### config.mk
export PLATFORM = sky130hd
export DESIGN_NAME = tbufcam_mt
export DESIGN_NICKNAME = d
export VERILOG_FILES = /design/src/rtl/tbufcam_mt.sv
export SDC_FILE = /design/constraint.sdc
export NUM_CORES = 1
export LEC_CHECK = 0
export BUFFER_PORTS_ARGS = -buffer_cell sky130_fd_sc_hd__buf_2
export CELL_PAD_IN_SITES_DETAIL_PLACEMENT = 0
export CELL_PAD_IN_SITES_GLOBAL_PLACEMENT = 1
export CORE_MARGIN = 2
export CORE_UTILIZATION = 45
export DETAILED_ROUTE_END_ITERATION = 16
export PLACE_DENSITY_LB_ADDON = 0.1
export SYNTH_ARGS = -nofsm -noshare
export SYNTH_HDL_FRONTEND = slang
export SYNTH_SLANG_ARGS = --single-unit
### constraint.sdc
create_clock -name clk -period 5.8 [get_ports clk]
set_input_delay 1.16 -clock clk [delete_from_list [all_inputs] [get_ports clk]]
set_output_delay 1.16 -clock clk [all_outputs]
set_load 0.01 [all_outputs]
### src/rtl/tbufcam_mt.sv
// Multi-thread tag CAM: per-thread partitions with insert, duplicate suppression and per-thread flush.
// Define TBUFCAM_MT_EVICT_EN to replace a victim-pointer entry when an insert hits a full partition.
module tbufcam_mt #(
  parameter int WIDTH   = 11,
  parameter int DEPTH   = 4,
  parameter int THREADS = 2,
  parameter int PORTS   = 2,
  localparam int TW = (THREADS > 1) ? $clog2(THREADS) : 1,
  localparam int OW = $clog2(DEPTH + 1)
) (
  input  logic                   clk,
  input  logic                   rst,
  input  logic                   except,
  input  logic [TW-1:0]          except_thread,
  input  logic                   new_en,
  input  logic [WIDTH-1:0]       new_addr,
  input  logic [TW-1:0]          new_thread,
  output logic                   new_ack,
  input  logic [PORTS*WIDTH-1:0] chk_addr,
  input  logic [PORTS*TW-1:0]    chk_thread,
  output logic [PORTS-1:0]       chk_match,
  output logic                   free,
  output logic [OW-1:0]          occ
);

  localparam int IW = $clog2(DEPTH);

  logic [DEPTH-1:0] valid_q [THREADS];
  logic [WIDTH-1:0] addr_q  [THREADS][DEPTH];
`ifdef TBUFCAM_MT_EVICT_EN
  logic [IW-1:0]    vptr_q  [THREADS];
`endif

  logic          new_ok, exc_ok, exc_same, dup, has_free, req, do_write;
  logic [TW-1:0] nt, et;
  logic [IW-1:0] free_idx, widx;
  logic [OW-1:0] occ_c;

  // Out-of-range thread ids are clamped to 0 for indexing and then masked off.
  always_comb begin
    new_ok   = 32'(new_thread) < THREADS;
    exc_ok   = 32'(except_thread) < THREADS;
    nt       = new_ok ? new_thread : '0;
    et       = exc_ok ? except_thread : '0;
    dup      = 1'b0;
    has_free = 1'b0;
    free_idx = '0;
    occ_c    = '0;
    for (int d = DEPTH - 1; d >= 0; d--) begin
      if (valid_q[nt][d]) begin
        occ_c = occ_c + OW'(1);
        if (addr_q[nt][d] == new_addr) dup = 1'b1;
      end else begin
        has_free = 1'b1;
        free_idx = IW'(d);
      end
    end
    if (!new_ok) begin
      dup      = 1'b0;
      has_free = 1'b0;
      occ_c    = '0;
    end
    exc_same = except && exc_ok && (except_thread == new_thread);
    req      = new_en && !rst && new_ok && !exc_same;
  end

  always_comb begin
`ifdef TBUFCAM_MT_EVICT_EN
    new_ack  = req;
    do_write = req && !dup;
    widx     = has_free ? free_idx : vptr_q[nt];
`else
    new_ack  = req && (dup || has_free);
    do_write = req && !dup && has_free;
    widx     = free_idx;
`endif
    free = has_free;
    occ  = occ_c;
  end

  always_comb begin
    chk_match = '0;
    for (int p = 0; p < PORTS; p++) begin
      logic [TW-1:0]    ct;
      logic [WIDTH-1:0] ca;
      logic             ct_ok;
      ca    = chk_addr[p*WIDTH +: WIDTH];
      ct_ok = 32'(chk_thread[p*TW +: TW]) < THREADS;
      ct    = ct_ok ? chk_thread[p*TW +: TW] : '0;
      for (int d = 0; d < DEPTH; d++) begin
        if (ct_ok && valid_q[ct][d] && addr_q[ct][d] == ca) chk_match[p] = 1'b1;
      end
    end
  end

  // An insert to the flushed thread is already suppressed, so both updates never collide.
  always_ff @(posedge clk) begin
    if (rst) begin
      for (int t = 0; t < THREADS; t++) begin
        valid_q[t] <= '0;
`ifdef TBUFCAM_MT_EVICT_EN
        vptr_q[t]  <= '0;
`endif
        for (int d = 0; d < DEPTH; d++) addr_q[t][d] <= '0;
      end
    end else begin
      if (except && exc_ok) begin
        valid_q[et] <= '0;
`ifdef TBUFCAM_MT_EVICT_EN
        vptr_q[et]  <= '0;
`endif
      end
      if (do_write) begin
        valid_q[nt][widx] <= 1'b1;
        addr_q[nt][widx]  <= new_addr;
`ifdef TBUFCAM_MT_EVICT_EN
        if (!has_free) vptr_q[nt] <= vptr_q[nt] + IW'(1);
`endif
      end
    end
  end

endmodule
# Yosys cells after proc, flatten, opt, wreduce, memory -nomap -nowiden
# Memories as Yosys holds them, arrays and structs flattened.
# Cells that the tools add are included.
# Widths: inputs -> output; s select.
[totals]
reg_bits = 0
ram_bits = 96
output_inout_bits = 7
elab_cells = 96
mem_count = 2
[mem_list]
columns = ["name", "depth", "width", "rd", "rd_clocked_by_memory_dff", "write_ports", "line", "rtl"]
rows = [
  ["addr_q", 2, 44, 3, 0, 2, "29", "logic [WIDTH-1:0] addr_q [THREADS][DEPTH];"],
  ["valid_q", 2, 4, 3, 0, 2, "28", "logic [DEPTH-1:0] valid_q [THREADS];"],
]
[op_classes]
add_sub_neg = 3
n_lt_le_gt_ge = 4
eq_ne = 13
mux = 50
n_bitwise = 1
n_reduce_logical = 23
[op_table]
columns = ["operator", "count"]
rows = [
  ["$eq 11x11->1", 12],
  ["$mux 44", 3],
  ["$reduce_or 44->1", 1],
  ["$mux 1", 33],
  ["$demux 11 s2", 1],
  ["$logic_and 1x1->1", 16],
  ["$mux 4", 4],
  ["$mux 11", 1],
  ["$add 3x1->3 const B", 3],
  ["$mux 3", 3],
  ["$mux 2", 4],
  ["$reduce_or 4->1", 2],
  ["$ge 3x3->1 const B", 1],
  ["$logic_not 1->1", 3],
  ["$lt 2x3->1 const B", 1],
  ["$lt 3x1->1 const B", 1],
  ["$not 2->3", 1],
  ["$demux 1 s2", 1],
  ["$ge 2x1->1 const B", 1],
  ["$eq 1x1->1", 1],
  ["$logic_or 1x1->1", 1],
]

# Longest topological paths before layout
# An unclocked memory read counts as a cell.
[depth]
ltp_word = 18
mapped_depth = 10
depth_no_buf = 8

# Worst setup path before layout
# No wires, ideal clock.
[synth_path]
kind = "input -> output"
start = "in new_thread"
end = "out occ[2]"
arrival_ns = 2.762
setup_slack_ns = 1.878
path_stages = 8
n_path_buf = 2
cell_sequence = "buf_6 -> buf_4 -> mux2i_1 -> ha_1 -> xor2_1 -> ha_1 -> nor2b_1 -> xnor2_1"
[synth_between]
elab_chain_len = 8
[synth_rtl]
columns = ["element", "line", "rtl"]
rows = [
  ["start, declared", "17", "input logic [TW-1:0] new_thread,"],
  ["$mem_v2 2x4 (*)", "--", ""],
  ["$mux 1", "50", "if (valid_q[nt][d]) begin"],
  ["$add 3x1->3", "51", "occ_c = occ_c + OW'(1);"],
  ["$mux 3", "50", ""],
  ["$add 3x1->3", "51", ""],
  ["$mux 3", "50", ""],
  ["$add 3x1->3", "51", ""],
  ["$mux 3 (*)", "50", ""],
  ["end, declared", "23", "output logic [OW-1:0] occ"],
]
# Mark *: on every way between the ends. The rest lies on a longest branch, timed or not.

# Worst setup path in the final report
[layout_path]
start = "in new_thread"
end = "out new_ack"
[layout_between]
elab_chain_len = 12
elab_cells_between_ends = 24
[layout_rtl]
columns = ["element", "line", "rtl"]
rows = [
  ["$mem_v2 2x44", "--", ""],
  ["$eq 11x11->1", "52", "if (addr_q[nt][d] == new_addr) dup = 1'b1;"],
  ["$mux 1", "52", ""],
  ["$mux 1", "50", ""],
  ["$mux 1", "52", ""],
  ["$mux 1", "50", ""],
  ["$mux 1", "52", ""],
  ["$mux 1", "50", ""],
  ["$mux 1", "52", ""],
  ["$mux 1", "50", ""],
  ["$logic_or 1x1->1", "73", "new_ack = req && (dup || has_free);"],
  ["$logic_and 1x1->1 (*)", "73", ""],
  ["end, declared", "18", "output logic new_ack,"],
]
# Marked as above.

==> results.yml <==
yosys:
  synth.top_cell.area_share: 0.3810
  syn_nets: 667
  synth_common_cells: "mux2i_1, edfxtp_1, xnor2_1, xor2_1, and3_1"
  synth_xor_area_frac: 0.1742
  synth_top_family_by_area: "multiplexers"
  yosysMostFrequentCell: "mux2i_1"
  synth-simple-area-share: 0.1301
  synth_compound_area_frac: 0.05628
  synthArstFlopShare: 0
  yosysTopAreaCell: "edfxtp_1"
  yosys_warnings: 0
  synthTopCellsByArea: "edfxtp_1, mux2i_1, xnor2_1"
  seq_area_frac_synth: 0.4040
  synth_edf_count: 88
  avgSynthCellArea_um2: 11.15
  synth_adder_area_share: 0.007215
  synthDistinctLibCells: 43
  synth.area.mux_share: 0.1865
  synth_cells: 622
  ys_ff_latch: 96
  syn_area_um2: 6937
  ys.flop_type: "edfxtp_1"
route:
  firstDrtPassIters: 5
  wl_per_cell_um: 26.08
  drc: 0
  num_vias: 5146
  drtIter0Drc: 479
  postRouteAntennaNets: 0
  via_per_inst: 6.193
  drt_wl_total_mm: 21.68
placed_design:
  hpwlAfterDp_mm: 16.28
  place_congestion: 0.8833
  buffer_ports.inserted: 47
global_route:
  grt_max_degree: 35
  antenna_found_initial: 0
  grt_pass1_wl_mm: 32.16
  grt-ovfl-total: 0
  track_usage: 0.2710
  grt_pass1_vias: 4926
die:
  fp-row-count: 45
  initial_utilization: 0.4580
  die_area_um2: 16420
  die_h_um: 128.2
  die_w_um: 128.2
  core_area_um2: 15150
  num_io_pins: 48
power_and_ir_drop:
  vdd_drop_max_v: 0.0001534
  p_leak_nw: 3.079
  pwr-share-clk: 0.344
  switching_share: 0.2782
  switching_power_uw: 492.3
  pwr_density_cell_nw_per_um2: 234.8
  combinationalPowerShare: 0.177
  p_int_mw: 1.278
  pwr-share-seq: 0.479
clocking:
  cts_resized: 0
  cts_tree: "yes"
  cts_setup_buffers: 0
  cts-root-buf: "clkbuf_16"
  clkSinkCount: 96
  cts_buffers: 9
  clkTransAtPathRegs_ps: 70
  clkLatencyLatePin_ps: 350
  clk_path_buf_depth: 2
  htree_levels: 3
  cts_hold_buf: 0
finish:
  final_nets: 683
  area_growth_pct: 8.658
  antenna_cells: 0
  drive_gt1_frac: 0.1275
  final_util: 0.4976
  n_fill_cell: 1370
sta:
  grt_setup_unrepaired: "no"
  finalCriticalPeriod_ps: 4546
  drv_slew: 0
  clock.fmax_ghz: 0.2200
  worst_slew_pin_slew_ps: 875.1
  setup_viol: 0
  slew_headroom: 0.4144
  period_share: 0.7838
  tns_ps: 0
  hold_viol_final: 0
  skew_ps: 9.910
worst_setup_path:
  crit_fanout: 24
  end_kind: "primary output"
  critPathKind: "in -> out"
  critPathLaunchType: "input pin"
  crit_arrival_ps: 3390
  worstPathRequired_ps: 4640
run_status:
  status: "finished clean"
job:
  drv_cap: 0
min_path:
  hp-class: "reg -> reg"
routing by layer:
metal / GRT usage / share of wire
met2: 0.3762 / 0.42
met5: 0 / 0
met1: 0.4151 / 0.47
met3: 0.04090 / 0.073
met4: 0.1170 / 0.038
cell type report:
type                       instances  area, µm²  share of cell area
inverter                          10      37.54            0.004980
clock buffer                      11      242.7             0.03220
sequential                        96       2803              0.3718
clock inverter                     5      63.81            0.008466
timing repair buffer              57      310.3             0.04117
multi-input combinational        464       3845              0.5101
tap                              188      235.2             0.03121
worst max-delay path, cell delays in order:
cell,delay (ps)
buf_2,270
buf_4,420
mux2i_1,260
xnor2_1,90
a2111oi_0,520
nand3_1,140
nand2_1,220
o31a_1,150
buf_2,130
metrics by stage:
stage | worst slack, ps | cell area [µm²] | power (mW) | hold slack, ps | instances
after global placement | 1282 | 7231 | 1.167 | 626.5 | 815
after detailed placement | 1248 | 7231 | 1.170 | 621.3 | 815
after global routing | 1135 | 7537 | 1.829 | 679.4 | 831
after floorplan | 1878 | 6937 | 1.063 | 506.2 | 622
final | 1254 | 7537 | 1.770 | 650.2 | 831
after CTS | 1243 | 7537 | 1.770 | 637.0 | 831
cell usage in the layout (no fill, tap or decap), drive strengths merged, types with 3 or more instances in the layout:
cell and count:
nor4 15, nor2 10, and3 37, and4 33
o21ai 11, a32o 5, edfxtp 88, nand3 10
xor2 50, a2111oi 3, nor3 3, dfxtp 8
xnor2 88, and2 4, a31o 5, nand2 9
a21o 3, clkbuf 11, nand4 15, nor2b 3
a22o 3, buf 57, inv 11, mux2i 127
a21oi 6, ha 4, o211ai 8
worst paths after layout:
path / start / to / slack, ps / cells past startpoint
max reg2reg: valid_q[1][2] / addr_q[1][30] / 2620 / 9
min: valid_q[1][3] / valid_q[1][3] / 650 / 1
min reg2reg: valid_q[1][3] / valid_q[1][3] / 650 / 1
max: new_thread / new_ack / 1250 / 9
sequential cells by signal, indices dropped and copies added (netlist names):
register and cells:
valid_q 8, addr_q 88
cell families (layout without fill, tap and decap cells):
group	Yosys count	count (layout)
buffers and inverters	62	83
flip-flops	96	96
adder cells (fa/ha/maj)	4	4
multiplexers	129	129
XOR/XNOR	138	138
AND/OR/NAND/NOR	140	140
AO/OA/AOI/OAI	53	53
power by group through the flow:
stage / sequential (mW) / combinational, mW / clock, mW
final: 0.847 / 0.314 / 0.609
after global routing: 0.849 / 0.340 / 0.639
after CTS: 0.843 / 0.313 / 0.613
after detailed placement: 0.859 / 0.312 / 0
after global placement: 0.859 / 0.308 / 0
after floorplan: 0.830 / 0.234 / 0
(Power assumes the default switching activity.)
